--- src/rtl/dot_product_scheduler.sv ---
// rtl/dot_product_scheduler.sv - round-robin scheduler sharing one dot-product engine among NUM_REQ requesters
//
// Optional feature: define DOTP_SCHED_TIMEOUT_EN to enable the WAIT-state watchdog
// (TIMEOUT_CYCLES WAIT cycles without eng_done -> sticky timeout_err, zero result).
//
// Ports:
//   clk, rst_n              clock, asynchronous active-low reset
//   req_valid[NUM_REQ]      per-requester request, held until req_ready
//   req_a, req_b            packed operands, requester i at [i*DATA_WIDTH +: DATA_WIDTH]
//   req_ready[NUM_REQ]      one-hot accept pulse (ISSUE cycle)
//   rsp_valid[NUM_REQ]      one-hot result pulse to the owning requester (RESP cycle)
//   rsp_result              result of the most recently completed job, held
//   eng_start               one-cycle engine start pulse
//   eng_a, eng_b            registered engine operands
//   eng_result, eng_done    engine result and completion flag
//   busy                    high whenever the FSM is not IDLE
//   timeout_err             sticky watchdog flag (constant 0 without the macro)

module dot_product_scheduler #(
  parameter int DATA_WIDTH     = 32,
  parameter int RESULT_WIDTH   = 16,
  parameter int NUM_REQ        = 4,
  parameter int TIMEOUT_CYCLES = 64
) (
  input  logic                          clk,
  input  logic                          rst_n,
  input  logic [NUM_REQ-1:0]            req_valid,
  input  logic [NUM_REQ*DATA_WIDTH-1:0] req_a,
  input  logic [NUM_REQ*DATA_WIDTH-1:0] req_b,
  output logic [NUM_REQ-1:0]            req_ready,
  output logic [NUM_REQ-1:0]            rsp_valid,
  output logic [RESULT_WIDTH-1:0]       rsp_result,
  output logic                          eng_start,
  output logic [DATA_WIDTH-1:0]         eng_a,
  output logic [DATA_WIDTH-1:0]         eng_b,
  input  logic [RESULT_WIDTH-1:0]       eng_result,
  input  logic                          eng_done,
  output logic                          busy,
  output logic                          timeout_err
);

  localparam int PTR_W = (NUM_REQ > 1) ? $clog2(NUM_REQ) : 1;

  typedef enum logic [1:0] {
    IDLE  = 2'd0,
    ISSUE = 2'd1,
    WAIT  = 2'd2,
    RESP  = 2'd3
  } state_t;

  state_t             state;
  logic [PTR_W-1:0]   ptr;
  logic [PTR_W-1:0]   grant;
  logic [PTR_W-1:0]   pick_idx;
  logic               pick_any;

  logic [DATA_WIDTH-1:0] a_slot [NUM_REQ];
  logic [DATA_WIDTH-1:0] b_slot [NUM_REQ];

  for (genvar i = 0; i < NUM_REQ; i++) begin : g_unpack
    assign a_slot[i] = req_a[i*DATA_WIDTH +: DATA_WIDTH];
    assign b_slot[i] = req_b[i*DATA_WIDTH +: DATA_WIDTH];
  end

  // (base + offset) mod NUM_REQ without a divider; offset is always < NUM_REQ.
  function automatic logic [PTR_W-1:0] rr_index(input logic [PTR_W-1:0] base, input int offset);
    int sum;
    sum = int'(base) + offset;
    if (sum >= NUM_REQ) sum = sum - NUM_REQ;
    return PTR_W'(sum);
  endfunction

  function automatic logic [NUM_REQ-1:0] onehot(input logic [PTR_W-1:0] idx);
    logic [NUM_REQ-1:0] v;
    v      = '0;
    v[idx] = 1'b1;
    return v;
  endfunction

  // Scan from the highest offset down so the lowest offset from ptr wins.
  always_comb begin
    pick_idx = '0;
    pick_any = 1'b0;
    for (int k = NUM_REQ - 1; k >= 0; k--) begin
      if (req_valid[rr_index(ptr, k)]) begin
        pick_idx = rr_index(ptr, k);
        pick_any = 1'b1;
      end
    end
  end

`ifdef DOTP_SCHED_TIMEOUT_EN
  localparam int CNT_W = $clog2(TIMEOUT_CYCLES + 1);
  logic [CNT_W-1:0] wait_cnt;
`else
  assign timeout_err = 1'b0;
`endif

  always_ff @(posedge clk or negedge rst_n) begin
    if (!rst_n) begin
      state       <= IDLE;
      ptr         <= '0;
      grant       <= '0;
      eng_a       <= '0;
      eng_b       <= '0;
      rsp_result  <= '0;
      req_ready   <= '0;
      rsp_valid   <= '0;
      eng_start   <= 1'b0;
      busy        <= 1'b0;
`ifdef DOTP_SCHED_TIMEOUT_EN
      wait_cnt    <= '0;
      timeout_err <= 1'b0;
`endif
    end else begin
      // Pulses are set only on the transition into the state that owns them.
      req_ready <= '0;
      rsp_valid <= '0;
      eng_start <= 1'b0;
      case (state)
        IDLE: begin
          if (pick_any) begin
            grant     <= pick_idx;
            eng_a     <= a_slot[pick_idx];
            eng_b     <= b_slot[pick_idx];
            req_ready <= onehot(pick_idx);
            eng_start <= 1'b1;
            busy      <= 1'b1;
            state     <= ISSUE;
          end
        end
        ISSUE: begin
`ifdef DOTP_SCHED_TIMEOUT_EN
          wait_cnt <= '0;
`endif
          state <= WAIT;
        end
        WAIT: begin
          if (eng_done) begin
            rsp_result <= eng_result;
            rsp_valid  <= onehot(grant);
            state      <= RESP;
          end
`ifdef DOTP_SCHED_TIMEOUT_EN
          else if (wait_cnt == CNT_W'(TIMEOUT_CYCLES - 1)) begin
            timeout_err <= 1'b1;
            rsp_result  <= '0;
            rsp_valid   <= onehot(grant);
            state       <= RESP;
          end else begin
            wait_cnt <= wait_cnt + CNT_W'(1);
          end
`endif
        end
        RESP: begin
          ptr   <= rr_index(grant, 1);
          busy  <= 1'b0;
          state <= IDLE;
        end
        default: state <= IDLE;
      endcase
    end
  end

endmodule
--- config.mk ---
export PLATFORM = sky130hd
export DESIGN_NAME = dot_product_scheduler
export DESIGN_NICKNAME = d
export VERILOG_FILES = /design/src/rtl/dot_product_scheduler.sv
export SDC_FILE = /design/constraint.sdc
export NUM_CORES = 1
export LEC_CHECK = 0
export BUFFER_PORTS_ARGS = -buffer_cell sky130_fd_sc_hd__buf_2
export CAP_MARGIN = 20
export CORE_AREA = 2 2 142 144
export CTS_CLUSTER_DIAMETER = 100
export DETAILED_ROUTE_END_ITERATION = 10
export DIE_AREA = 0 0 144 146
export PLACE_DENSITY = 0.61
export RECOVER_POWER = 25
export REMOVE_ABC_BUFFERS = 1
export SYNTH_ARGS = -nofsm -noshare
export SYNTH_HDL_FRONTEND = slang
export SYNTH_SLANG_ARGS = --single-unit
--- constraint.sdc ---
create_clock -name clk -period 2.2 [get_ports clk]
set_clock_uncertainty 0.1 [all_clocks]
set_input_delay 0.22 -clock clk [delete_from_list [all_inputs] [get_ports clk]]
set_output_delay 0.22 -clock clk [all_outputs]
set_load 0.05 [all_outputs]
==> results_dict.tcl <==
set metrics [dict create \
    area_growth_pct 45.6 \
    n_fill_cell 1935 \
    fin_area_sq_um 8530 \
    synthTopCellsByCount "dfrtp_1, and3_1, a21oi_1" \
    yosysWarnings 0 \
    synthArstFlopShare 1.00 \
    viasPerCell 5.31 \
    critical_path_peak_fanout 68 \
    setup_violations 0 \
    intPower_mw 6.52 \
    clockPowerShare 0.117 \
    cts.sinks 96 \
    fmax_mhz 475 \
    worst_path_largest_cell_delay_ns 0.45 \
    seqCellArea_sq_um 2400 \
    max_cap_viol_count 0 \
    synth_top_flop_cell "dfrtp_1" \
    outcome "finished, final reports clean" \
    crit_type "flop to flop" \
    finish.utilization 0.441 \
    syn_inst 631 \
    coreArea_sq_um 19300 \
    power_frac_comb 0.659 \
    min_period_over_period 0.957 \
    maxSlewHeadroom 0.348 \
    crit_slowest_cell "a21boi_0" \
    avgSynthCellArea_sq_um 9.28 \
    dieArea_sq_um 21000 \
    finalHoldViolCount 0 \
    irDropWorstVdd_v 0.000629 \
    synth_edf_count 0 \
    gp_congestion 0.825 \
    cts_resized 0 \
    grt_pass1_vias 6689 \
    p_sw_mw 7.36 \
    report.final.slew_viol_count 0 \
    synth_area_leaders "dfrtp_1, and4_1, a211oi_1" \
    antennaDiodeCount 0 \
    synth_area_leader_cell "dfrtp_1" \
    port_buffers 368 \
    cellPowerDensity_nw_per_um2 1630 \
    routedWlPerCell_um 18.7 \
    grt.total_usage 0.215 \
    ios 370 \
    multi_input_area_sq_um 3050 \
    drt-total-wl_um 23400 \
    drt-initial-drc-count 328 \
    startpoint_type "flop" \
    grt_pass1_wl_um 35600 \
    cts_inserted_buffers 9 \
    drive_gt1_frac 0.452 \
    path_cells "buf_4, a21o_1, a21boi_0, o221ai_4, buf_12, o21ai_0, o22ai_1" \
    fin_ws_ns 0.0938 \
    p_leak_nw 4.14 \
    yosysUniqueCellTypes 33 \
    arrival_ns 2.22 \
    dpl.hpwl_um 16900 \
    antenna_found_initial 2 \
    yosysTopAreaCellShare 0.410 \
    final_cells 1253 \
    rsz0062_at_grt "false" \
    die_x_um 144 \
    overflow 0 \
    synth.most_common_cell "dfrtp_1" \
    hp-class "primary input to flop" \
    power_frac_seq 0.224 \
    htreeDepth 3 \
    nets 1270 \
    swShare 0.530 \
    netlist_area_sq_um 5850 \
    clkSlewWorstSetupHoldPaths_ns 0.07 \
    worst_pin_slew_ns 0.977 \
    num_rows 51 \
    cts_root_buffer "clkbuf_16" \
    place_inst 1224 \
    endpoint_kind "flop" \
    cts.path.max_buffers 2 \
    dp_slack_ns 0.135 \
    clk_latency_ns 0.34 \
    chipHeight_um 146 \
    grt_max_degree 69 \
    synth-seq-area-share 0.410 \
    drt_first_pass_iters 4 \
    required_ns 2.32 \
    cts_tree "yes" \
    antenna_left 0 \
    via_count 6648 \
    layout_min_cycle_time_ns 2.11 \
    place_area_sq_um 8130 \
    synth_seq_cells 96 \
    initial_core_util 0.303 \
    drc 0 \
]
critical path, delay by kind of cell, from the launching register on:
kind | cells | cell delay (ns)
AO/OA/AOI/OAI | 5 | 1.05
buffers and inverters | 2 | 0.40
flip-flops | 1 | 0.38
cell families after synthesis:
logic type,count (synthesis),synth area share
other,1,0.000641
AOI/OAI and AO/OA,269,0.275
and+or+nand+nor,154,0.190
DFF,96,0.410
buffers and inverters,86,0.0744
adders and majority gates,8,0.0171
muxes,17,0.0327
cell usage in the layout (no fill, tap or decap), types with 2 or more instances in the layout:
| master | n |
|---|---|
| o21ai_1 | 15 |
| clkbuf_1 | 2 |
| dfrtp_1 | 96 |
| buf_12 | 13 |
| o22ai_1 | 65 |
| clkbuf_16 | 9 |
| o21ai_0 | 53 |
| mux2_2 | 17 |
| clkinvlp_4 | 2 |
| clkbuf_2 | 2 |
| a211oi_1 | 65 |
| nor2b_1 | 2 |
| nor2_1 | 4 |
| buf_4 | 25 |
| nand2_1 | 4 |
| ha_1 | 8 |
| buf_2 | 367 |
| nor3_1 | 2 |
| and4_1 | 64 |
| nand2b_1 | 3 |
| inv_1 | 6 |
| dlygate4sd3_1 | 11 |
| inv_6 | 2 |
| and3_1 | 69 |
| a21oi_1 | 66 |
layer usage:
metal | part of all wire | GRT usage | vias to the layer above
li1 | - | - | 3169
met1 | 0.40 | 0.261 | 3138
met2 | 0.49 | 0.365 | 299
met3 | 0.080 | 0.0576 | 42
met4 | 0.027 | 0.0765 | 0
met5 | 0 | 0 | -
final timing paths:
| check | endpoint | slack, ns | depth (start not counted) | from |
|---|---|---|---|---|
| setup / recovery | eng_b[23] | 0.09 | 7 | ptr[1] |
| hold / removal | rsp_result[11] | 0.007 | 2 | eng_result[11] |
| setup reg to reg | eng_b[23] | 0.09 | 7 | ptr[1] |
| hold reg to reg | rsp_result[0] | 0.40 | 1 | rsp_result[0] |
| max in group asynchronous | eng_a[20] | 0.33 | 3 | rst_n |
| min in group asynchronous | eng_b[15] | 0.46 | 2 | rst_n |
through the flow:
stage / TNS (ns) / hold slack, ns / power (mW)
after global placement: 0 / 0.126 / 12.2
final: 0 / 0.00741 / 13.9
after CTS: 0 / 0.00136 / 14.0
after floorplan: -263.99 / -0.176 / 9.36
after detailed placement: 0 / 0.128 / 12.3
after global routing: 0 / 0.00421 / 14.8
registers in the layout, summed over array words and instances, names as in the netlist, 2 cells and up:
signal      count
state           2
ptr             2
rsp_valid       4
grant           2
eng_b          32
eng_a          32
rsp_result     16
req_ready       4
power groups by stage:
stage	Combinational [mW]	Clock [mW]	Sequential, mW
after global routing	9.84	1.75	3.22
after detailed placement	9.17	0	3.12
after CTS	9.19	1.68	3.10
final	9.15	1.62	3.11
after global placement	9.10	0	3.12
after floorplan	3.39	0	5.97
final cells by class:
class | instances | share of cell area
Clock buffer | 10 | 0.0269
Clock inverter | 6 | 0.00792
Multi-Input combinational cell | 449 | 0.358
Inverter | 7 | 0.00308
Tap cell | 265 | 0.0389
Timing Repair Buffer | 420 | 0.283
Sequential cell | 96 | 0.282
what timing repair did:
item	CTS	global route
endpoints found under the hold margin	44	0
hold buffers	11	0
setup buffers	0	2
setup endpoints to repair	0	3
Note: power is estimated with default switching activity, not from simulation.
